<file path="src/rtl/uart_rx.sv">
// UART receiver: 2-FF synchronized serial input, bit-period counter, 8N1 framing
// (8E1 when UART_RX_PARITY_EN is defined) and a single valid/ready holding register.
module uart_rx #(
    parameter int CLKS_PER_BIT = 434,
    parameter int CNT_WIDTH    = 16
) (
    input  logic       clk,
    input  logic       reset,
    input  logic       rx_in,
    output logic [7:0] rx_data,
    output logic       rx_valid,
    input  logic       rx_ready,
    output logic       frame_err,
    output logic       parity_err,
    output logic       overrun_err,
    output logic       busy
);

    // Handshake: a byte transfers on any rising edge where rx_valid & rx_ready;
    // rx_data is held stable for as long as rx_valid is high.

    localparam logic [2:0] ST_IDLE   = 3'd0;
    localparam logic [2:0] ST_START  = 3'd1;
    localparam logic [2:0] ST_DATA   = 3'd2;
    localparam logic [2:0] ST_PARITY = 3'd3;
    localparam logic [2:0] ST_STOP   = 3'd4;
    localparam logic [2:0] ST_BREAK  = 3'd5;

    localparam logic [CNT_WIDTH-1:0] LP_HALF_END = CNT_WIDTH'(CLKS_PER_BIT / 2 - 1);
    localparam logic [CNT_WIDTH-1:0] LP_BIT_END  = CNT_WIDTH'(CLKS_PER_BIT - 1);

    logic                 r_sync1;
    logic                 r_sync2;
    logic [2:0]           r_state;
    logic [CNT_WIDTH-1:0] r_cnt;
    logic [2:0]           r_idx;
    logic [7:0]           r_shift;
    logic                 r_frame_err;
    logic [7:0]           r_data;
    logic                 r_valid;
    logic                 r_overrun;
    logic                 w_rx_s;
    logic                 w_bit_end;
    logic                 w_par_ok;
    logic                 w_deliver;

    always_ff @(posedge clk or posedge reset) begin
        if (reset) begin
            r_sync1 <= 1'b1;
            r_sync2 <= 1'b1;
        end else begin
            r_sync1 <= rx_in;
            r_sync2 <= r_sync1;
        end
    end

    assign w_rx_s    = r_sync2;
    assign w_bit_end = (r_cnt == LP_BIT_END);

`ifdef UART_RX_PARITY_EN
    logic r_par_bad;
    logic r_par_err;

    always_ff @(posedge clk or posedge reset) begin
        if (reset) begin
            r_par_bad <= 1'b0;
            r_par_err <= 1'b0;
        end else begin
            r_par_err <= 1'b0;
            if (r_state == ST_PARITY && w_bit_end) begin
                r_par_bad <= w_rx_s ^ (^r_shift);
                r_par_err <= w_rx_s ^ (^r_shift);
            end
        end
    end

    assign w_par_ok   = ~r_par_bad;
    assign parity_err = r_par_err;
`else
    assign w_par_ok   = 1'b1;
    assign parity_err = 1'b0;
`endif

    always_ff @(posedge clk or posedge reset) begin
        if (reset) begin
            r_state     <= ST_IDLE;
            r_cnt       <= '0;
            r_idx       <= 3'd0;
            r_shift     <= 8'h00;
            r_frame_err <= 1'b0;
        end else begin
            r_frame_err <= 1'b0;
            case (r_state)
                ST_IDLE: begin
                    if (!w_rx_s) begin
                        r_state <= ST_START;
                        r_cnt   <= '0;
                    end
                end
                ST_START: begin
                    // A start bit that is high again at mid-bit was only a glitch.
                    if (r_cnt == LP_HALF_END) begin
                        r_cnt   <= '0;
                        r_idx   <= 3'd0;
                        r_state <= w_rx_s ? ST_IDLE : ST_DATA;
                    end else begin
                        r_cnt <= r_cnt + 1'b1;
                    end
                end
                ST_DATA: begin
                    if (w_bit_end) begin
                        r_cnt   <= '0;
                        r_shift <= {w_rx_s, r_shift[7:1]};
                        r_idx   <= r_idx + 3'd1;
                        if (r_idx == 3'd7) begin
`ifdef UART_RX_PARITY_EN
                            r_state <= ST_PARITY;
`else
                            r_state <= ST_STOP;
`endif
                        end
                    end else begin
                        r_cnt <= r_cnt + 1'b1;
                    end
                end
`ifdef UART_RX_PARITY_EN
                ST_PARITY: begin
                    if (w_bit_end) begin
                        r_cnt   <= '0;
                        r_state <= ST_STOP;
                    end else begin
                        r_cnt <= r_cnt + 1'b1;
                    end
                end
`endif
                ST_STOP: begin
                    if (w_bit_end) begin
                        r_cnt <= '0;
                        if (w_rx_s) begin
                            r_state <= ST_IDLE;
                        end else begin
                            r_frame_err <= 1'b1;
                            r_state     <= ST_BREAK;
                        end
                    end else begin
                        r_cnt <= r_cnt + 1'b1;
                    end
                end
                ST_BREAK: begin
                    if (w_rx_s) begin
                        r_state <= ST_IDLE;
                    end
                end
                default: begin
                    r_state <= ST_IDLE;
                    r_cnt   <= '0;
                end
            endcase
        end
    end

    assign w_deliver = (r_state == ST_STOP) && w_bit_end && w_rx_s && w_par_ok;

    // A consumer taking the old byte in the same cycle frees the register for the new one.
    always_ff @(posedge clk or posedge reset) begin
        if (reset) begin
            r_data    <= 8'h00;
            r_valid   <= 1'b0;
            r_overrun <= 1'b0;
        end else begin
            r_overrun <= 1'b0;
            if (w_deliver) begin
                if (!r_valid || rx_ready) begin
                    r_data  <= r_shift;
                    r_valid <= 1'b1;
                end else begin
                    r_overrun <= 1'b1;
                end
            end else if (r_valid && rx_ready) begin
                r_valid <= 1'b0;
            end
        end
    end

    assign rx_data     = r_data;
    assign rx_valid    = r_valid;
    assign frame_err   = r_frame_err;
    assign overrun_err = r_overrun;
    assign busy        = (r_state != ST_IDLE);

endmodule

</file>
<file path="config.mk">
export PLATFORM = sky130hd
export DESIGN_NAME = uart_rx
export DESIGN_NICKNAME = d
export VERILOG_FILES = /design/src/rtl/uart_rx.sv
export SDC_FILE = /design/constraint.sdc
export NUM_CORES = 1
export LEC_CHECK = 0
export BUFFER_PORTS_ARGS = -buffer_cell sky130_fd_sc_hd__buf_2
export CAP_MARGIN = 5
export CORE_MARGIN = 3
export CORE_UTILIZATION = 48
export CTS_CLUSTER_SIZE = 24
export DETAILED_ROUTE_END_ITERATION = 8
export GPL_TIMING_DRIVEN = 0
export PLACE_DENSITY = 0.66
export SLEW_MARGIN = 20
export SYNTH_ARGS = -nofsm -noshare
export SYNTH_HDL_FRONTEND = slang
export SYNTH_SLANG_ARGS = --single-unit
</file>
<file path="constraint.sdc">
create_clock -name clk -period 4.09 [get_ports clk]
set_clock_uncertainty 0.1 [all_clocks]
set_input_delay 0.818 -clock clk [delete_from_list [all_inputs] [get_ports clk]]
set_output_delay 0.818 -clock clk [all_outputs]
set_load 0.05 [all_outputs]
</file>
==> metrics.md, run 1 <==
| Metric | Value |
|---|---|
| Proportion of synthesized chip area in sequential cells | `50.7%` |
| Arithmetic-cell share of the synthesized area counting full adders, half adders and majority gates | `2.94%` |
| Total routing resource utilization after global routing | `17.8%` |
| I/O pins | `17` |
| Num CTS Buffers | `5` |
| Average footprint of a synthesized cell | `11.4 sq um` |
| Worst reg2reg startpoint | `r_cnt[11]` |
| Endpoint of the most critical register-to-register path | `r_idx[1]` |
| Detail-routed via count per cell | `5.84` |
| Compound-Gate Fraction of Synth Area | `9.06%` |
| Fin Setup TNS | `0 ns` |
| Pwr per Cell Area | `321 mW/mm^2` |
| Detailed Route Iter0 Violations | `96` |
| Highest attainable clock frequency | `0.411 GHz` |
| Crit end category | `flop` |
| Count of cells along the worst register-to-register path | `5` |
| Post-layout util | `57.8%` |
| Number of levels in the clock H-tree | `2` |
| Post-CTS resize count | `0` |
| Hold crit path type | `flop to flop` |
| Tcrit/Tclk final | `59.4%` |
| Remaining number of nets flagged by the antenna check after routing | `0` |
| Count of final max-slew check failures | `0` |
| Synth cell types | `44` |
| Standard cell core area | `0.00414 sq mm` |
| Worst-case register-to-register setup slack | `1.66 ns` |
| First-pass GRT wire length | `7.22 mm` |
| Endpoint arrival time on the critical path | `2.52 ns` |
| Post-route standard cell area excluding fillers | `0.00240 sq mm` |
| Run status | `finished, final reports clean` |
| Number of instances in the synthesized netlist | `187` |
| Static power due to leakage | `0.00121 uW` |
| Most used standard cells in the synthesized netlist | `sky130_fd_sc_hd__dfrtp_1, sky130_fd_sc_hd__mux2_2, sky130_fd_sc_hd__nor2_1, sky130_fd_sc_hd__o21ai_0, sky130_fd_sc_hd__nand2_1` |
| Crit Path Max Fanout | `10` |
| Maxcap violations | `0` |
| Cell type with the largest total area after synthesis | `sky130_fd_sc_hd__dfrtp_1` |
| Total wire length after detailed routing | `4.19 mm` |
| Final count of negative-setup-slack endpoints | `0` |
| Top cell type's share of synthesized area | `48.3%` |
| Last weighted congestion value of the routability-driven placer | `0.897` |
| Iteration count of the initial detailed-routing pass | `4` |
| Ratio of cells with drive above 1 in the final layout | `29.4%` |
| Vertical die dimension | `72.6 microns` |
| Antenna cells | `0` |
| Via count of the first global-routing pass | `1526` |
| Count of port buffers added during placement | `15` |
| Relative slew slack | `46.3%` |
| Master cell of the clock root buffer | `sky130_fd_sc_hd__clkbuf_8` |
| Count of standard-cell rows | `23` |
| Residual DRC count | `0` |
| Total Die Area | `0.00526 sq mm` |
| Number of nets at the end of the flow | `219` |
| RSZ-0062 raised after global routing | `false` |
| Estimated wirelength of the detail-placed design | `3.09 mm` |
| Most common cell in the netlist | `sky130_fd_sc_hd__dfrtp_1` |
| Number of warning messages in the yosys log | `0` |
| GRT overflow | `0` |
| DR WL/cell | `16.1 microns` |
| Area overhead of the layout relative to synthesis | `12.7%` |
| DR top layer | `met4` |
| Post-route minimum period | `2.43 ns` |
| Startpoint of the worst hold path | `r_sync1` |
| Clock edge transition at the registers on the reported setup and hold paths | `0.08 ns` |
| IR drop worst, VDD | `0.000247 V` |
| Combinational family with the most area after synthesis | `simple AND/OR/NAND/NOR gates` |
| CP Launch Type | `flop` |
| Flip-flop and latch count after synthesis | `43` |
| Post-CTS setup repair buffer count | `0` |
| Number of enable-type register cells in the synthesized netlist | `0` |
| Largest stage delay, worst path | `0.59 ns` |
| Clock insertion delay at the later pin of the skew report | `0.29 ns` |
| Slew at the pin with the worst max-slew slack | `0.798 ns` |
| Routed met2 length | `2.07 mm` |
| Portion of netlist area occupied by mux cells | `10.0%` |
| Quantity of hold-fixing buffers added after cts | `0` |
| Critical-path cell with the highest stage delay | `sky130_fd_sc_hd__or4_4` |
| Most instantiated flip-flop cell in the synthesis netlist | `sky130_fd_sc_hd__dfrtp_1` |
| Effective utilization at floorplan | `51.3%` |
| Worst EP required | `4.17 ns` |
| Worst min-delay path endpoint | `r_sync2` |
| Xor and xnor fraction of the mapped netlist area | `2.47%` |
| Leading post-synthesis cells by cell area | `sky130_fd_sc_hd__dfrtp_1, sky130_fd_sc_hd__mux2_2, sky130_fd_sc_hd__ha_1` |
| Syn nets | `196` |
| Worst setup path class | `flop to flop` |
| Placed Instance Area | `0.00228 sq mm` |
| Number of clock sinks | `43` |
| Hold Crit Depth | `0` |
| Chip Width | `72.6 microns` |
| Share of synthesized flip-flops with an asynchronous set or reset | `100%` |
| TritonCTS clock tree | `done` |
| Fraction of the mapped netlist area in simple logic gates | `21.7%` |
| Routed metal-1 wire length | `1.87 mm` |
| Mapped cell area | `0.00213 sq mm` |
| Antenna violations before repair | `0` |
| Final hold violation count | `0` |
| List of cells traversed by the critical path | `or4_4, nor3_2, nand4_2, o21ai_2, mux2_2` |
| Pin count of the biggest net entering global routing | `33` |
| Vias | `1524` |
| Max Root-Sink Buffers | `2` |
| Amount of wire on met3 after detailed routing | `181 microns` |
-- metal layers --
layer  track usage (%)  vias to the layer above
li1                  -                      724
met1              23.8                      752
met4              6.56                        0
met5                 0                        -
met3              4.71                        8
met2              28.0                       40
-- critical path: cells and delay by family (launching register included) --
kind | cells | cell delay [ns]
flops | 1 | 0.43
mux | 1 | 0.36
compound gates | 1 | 0.23
simple gates | 3 | 1.20
-- report_power, final --
group	internal, uW	switching (uW)	leakage (uW)
logic	4.11	11.0	0.000569
registers	427	1.30	0.000579
clock network	182	144	0.0000581
-- stage by stage --
stage          cells  setup slack (ns)  hold slack (ns)  total power [uW]
3_5_place_dp     253              1.67            0.251               452
2_1_floorplan    187              1.92            0.245               445
6_report         261              1.66            0.262               769
4_1_cts          261              1.66            0.264               781
5_1_grt          261              1.53            0.272               801
3_3_place_gp     252              1.68            0.247               449
-- cell type report --
type,count,area [sq um]
fillers,366,1750
flip-flops and latches,43,1080
multi-input cells,133,985
repair buffers,16,95.1
clock buffers,5,68.8
well taps,50,62.6
clock inverters,3,43.8
plain buffers,4,36.3
inverters,7,26.3
-- registers in the layout, indices dropped and copies added, names as in the netlist --
register	flops
r_cnt	16
r_shift	8
rx_data	8
r_idx	3
r_state	3
frame_err	1
overrun_err	1
r_sync1	1
r_sync2	1
rx_valid	1
-- cells in the final DEF, fill, tap and decap left out, types with 7 or more instances in the layout --
cell / instances
sky130_fd_sc_hd__buf_2: 15
sky130_fd_sc_hd__dfrtp_1: 41
sky130_fd_sc_hd__mux2_2: 18
sky130_fd_sc_hd__nand2_1: 8
sky130_fd_sc_hd__nor2_1: 12
sky130_fd_sc_hd__nor3b_1: 7
sky130_fd_sc_hd__o21ai_0: 12
-- logic make-up (layout without fill, tap and decap cells) --
logic type	Yosys count	in the layout
AND/OR/NAND/NOR	71	71
flip-flops	43	43
AO/OA/AOI/OAI	31	31
multiplexers	19	19
buffers and inverters	11	35
XOR/XNOR	6	6
adder cells (fa/ha/maj)	5	5
other	1	1
-- worst max-delay path by stage --
stage              start         to  slack, ns  cells past startpoint
6_report       r_cnt[11]   r_idx[1]       1.66                      5
3_3_place_gp       reset   r_idx[2]       1.68                      2
3_5_place_dp   r_cnt[11]   r_idx[1]       1.67                      5
2_1_floorplan  r_cnt[11]   r_idx[1]       1.92                      5
5_1_grt        r_cnt[11]  r_cnt[11]       1.53                      5
4_1_cts        r_cnt[11]   r_idx[1]       1.66                      5
Note: power is estimated with default switching activity, not from simulation.
==> inputs of run 2 (changes only) <==
==> constraint.sdc (replaced) <==
create_clock -name clk -period 2.4 [get_ports clk]
set_clock_uncertainty 0.1 [all_clocks]
set_input_delay 0.48 -clock clk [delete_from_list [all_inputs] [get_ports clk]]
set_output_delay 0.48 -clock clk [all_outputs]
set_load 0.05 [all_outputs]
==> run 2 against run 1 <==
Against the previous run: maximum frequency grew 5.5%; hold slack lost 0.26 ns; critical path depth is the same; core utilization grew 0.82 points; sequential power grew 70%; die area is the same; combinational power grew 70%; first-iteration DRC count shrank 23%; register-to-register slack lost 1.6 ns; sequential share of layout area shrank 0.63 points; critical path type unchanged; largest cell class unchanged; highest routed layer unchanged.
==> metrics.md, run 2 (same netlist as run 1, synthesis figures left out) <==
| Metric | Value |
|---|---|
| Tcrit/Tclk final | `96.0% (was 59.4%)` |
| Final count of negative-setup-slack endpoints | `0 (unchanged)` |
| Worst EP required | `2.48 ns (was 4.17 ns)` |
| Number of clock sinks | `43 (unchanged)` |
| List of cells traversed by the critical path | `or4_4, nor3_4, nand4_4, o21ai_2, mux2_2 (was or4_4, nor3_2, nand4_2, o21ai_2, mux2_2)` |
| Crit Path Max Fanout | `10 (unchanged)` |
| Post-layout util | `58.6% (was 57.8%)` |
| Detail-routed via count per cell | `5.86 (was 5.84)` |
| Worst reg2reg startpoint | `r_cnt[11] (unchanged)` |
| GRT overflow | `0 (unchanged)` |
| Pwr per Cell Area | `539 mW/mm^2 (was 321 mW/mm^2)` |
| Worst setup path class | `flop to flop (unchanged)` |
| Startpoint of the most critical setup path | `r_cnt[11] (unchanged)` |
| Endpoint of the most critical register-to-register path | `r_idx[1] (unchanged)` |
| Via count of the first global-routing pass | `1532 (was 1526)` |
| Post-CTS setup repair buffer count | `0 (unchanged)` |
| Static power due to leakage | `0.00121 uW (about the same)` |
| Clk pwr share | `42.4% (about the same)` |
| Critical-path cell with the highest stage delay | `sky130_fd_sc_hd__or4_4 (unchanged)` |
| Total routing resource utilization after global routing | `17.8% (unchanged)` |
| Post-route minimum period | `2.30 ns (was 2.43 ns)` |
| Quantity of hold-fixing buffers added after cts | `0 (unchanged)` |
| Maxcap violations | `0 (unchanged)` |
| IR drop worst, VDD | `0.000422 V (was 0.000247 V)` |
| Remaining number of nets flagged by the antenna check after routing | `0 (unchanged)` |
| Number of levels in the clock H-tree | `2 (unchanged)` |
| Filler-free cell count of the finished design | `261 (unchanged)` |
| Clock edge transition at the registers on the reported setup and hold paths | `0.08 ns (about the same)` |
| Commonest non-fill, non-tap cell in the layout | `sky130_fd_sc_hd__dfrtp_1 (unchanged)` |
| Commonest cells after routing, fill and taps aside | `sky130_fd_sc_hd__dfrtp_1, sky130_fd_sc_hd__mux2_2, sky130_fd_sc_hd__buf_2 (unchanged)` |
| Psw | `266 uW (was 156 uW)` |
| Antenna violations before repair | `0 (unchanged)` |
| Ratio of cells with drive above 1 in the final layout | `31.3% (was 29.4%)` |
| Number of flip-flops in the largest register | `16 (unchanged)` |
| Area overhead of the layout relative to synthesis | `14.3% (was 12.7%)` |
| Share of power burned in combinational logic | `2.0% (about the same)` |
| Antenna cells | `0 (unchanged)` |
| Vertical die dimension | `72.6 microns (unchanged)` |
| Total wire length after detailed routing | `4.21 mm (was 4.19 mm)` |
| Number of nets at the end of the flow | `219 (unchanged)` |
| Endpoint arrival time on the critical path | `2.39 ns (was 2.52 ns)` |
| Clock insertion delay at the later pin of the skew report | `0.29 ns (about the same)` |
| Share of power burned in registers | `55.7% (about the same)` |
| Largest Register | `r_cnt (unchanged)` |
| Count of port buffers added during placement | `15 (unchanged)` |
| Vias | `1529 (was 1524)` |
| Num CTS Buffers | `5 (unchanged)` |
| Fin Setup TNS | `0 ns (unchanged)` |
| Master cell of the clock root buffer | `sky130_fd_sc_hd__clkbuf_8 (unchanged)` |
| Final hold violation count | `0 (unchanged)` |
| Count of standard-cell rows | `23 (unchanged)` |
| Capturing element of the worst setup path | `r_idx[1] (unchanged)` |
| CP Launch Type | `flop (unchanged)` |
| Slew at the pin with the worst max-slew slack | `0.609 ns (was 0.798 ns)` |
| Max Root-Sink Buffers | `2 (unchanged)` |
| Hold crit path type | `input port to async pin (was flop to flop)` |
| TritonCTS clock tree | `done (unchanged)` |
| Largest stage delay, worst path | `0.60 ns (was 0.59 ns)` |
| Sw frac | `20.3% (about the same)` |
| Highest attainable clock frequency | `0.434 GHz (was 0.411 GHz)` |
| Chip Width | `72.6 microns (unchanged)` |
| RSZ-0062 raised after global routing | `false (unchanged)` |
| Residual DRC count | `0 (unchanged)` |
| Estimated wirelength of the detail-placed design | `3.09 mm (unchanged)` |
| Placed cell count | `253 (unchanged)` |
| First-pass GRT wire length | `7.22 mm (about the same)` |
| Worst-case register-to-register setup slack | `0.1 ns (was 1.66 ns)` |
| Iteration count of the initial detailed-routing pass | `4 (unchanged)` |
| DR WL/cell | `16.1 microns (about the same)` |
| Standard cell core area | `0.00414 sq mm (unchanged)` |
| Effective utilization at floorplan | `51.3% (unchanged)` |
| I/O pins | `17 (unchanged)` |
| Crit end category | `flop (unchanged)` |
| Total Die Area | `0.00526 sq mm (unchanged)` |
| Count of final max-slew check failures | `0 (unchanged)` |
| Hold Worst Slack | `0.00647 ns (was 0.262 ns)` |
| Internal power | `1040 uW (was 612 uW)` |
| Last weighted congestion value of the routability-driven placer | `0.897 (unchanged)` |
| Detailed Route Iter0 Violations | `74 (was 96)` |
| Run status | `finished, final reports clean (unchanged)` |
| Pin count of the biggest net entering global routing | `33 (unchanged)` |
| Relative slew slack | `59.1% (was 46.3%)` |
| Count of cells along the worst register-to-register path | `5 (unchanged)` |
==> run 2: cell counts in the layout (fill, tap and decap cells not counted) <==
Identical to the previous run, type by type.
==> run 2: power by group through the flow <==
| stage | Sequential [uW] | Combinational [uW] | Clock (uW) |
|---|---|---|---|
| after global routing | 730 | 29.2 | 606 |
| after global placement | 744 | 21.8 | 0 |
| after CTS | 729 | 27.1 | 575 |
| after detailed placement | 743 | 27.1 | 0 |
| final | 729 | 25.7 | 555 |
| after floorplan | 743 | 16.2 | 0 |
==> run 2: area by class of cell <==
class | count | area [sq um]
buffer | 4 | 36.3
clock buffer | 5 | 68.8
tap | 50 | 62.6
inverter | 7 | 26.3
clock inverter | 3 | 43.8
fill | 361 | 1710
sequential | 43 | 1080
timing repair buffer | 16 | 95.1
multi-input combinational | 133 | 1020
==> run 2: metrics by stage <==
stage                     total power [uW]  worst slack [ns]  area [sq um]
after detailed placement               771           -0.0223          2280
after global placement                 765            0.0134          2260
after global routing                  1360           0.00779          2430
final                                 1310            0.0954          2430
after floorplan                        759             0.227          2130
after CTS                             1330            0.0208          2400
==> run 2: how the worst min path moves through the flow <==
stage / start / end / depth (start not counted)
2_1_floorplan: r_sync1 / r_sync2 / 0
3_3_place_gp: r_sync1 / r_sync2 / 0
3_5_place_dp: r_sync1 / r_sync2 / 0
4_1_cts: reset / rx_data[6] / 2
5_1_grt: reset / rx_data[6] / 2
6_report: reset / rx_data[6] / 2
==> run 2: layer usage <==
metal  track usage (%)  vias up  share of wire [%]
met4              7.58        0                2.0
met5                 0        -                  0
li1                  -      727                  -
met1              23.6      757                 44
met3              4.85        8                4.6
met2              27.6       37                 50
==> run 2: worst max-delay path: cells and delay by family, from the launching register on <==
kind	cells	cell delay, ns
simple gates	3	1.11
flops	1	0.44
mux	1	0.36
compound gates	1	0.18
==> run 2: timing repair <==
action,4_1_cts,5_1_grt
resized for setup,1,5
pin swaps,0,0
setup endpoints to repair,2,17
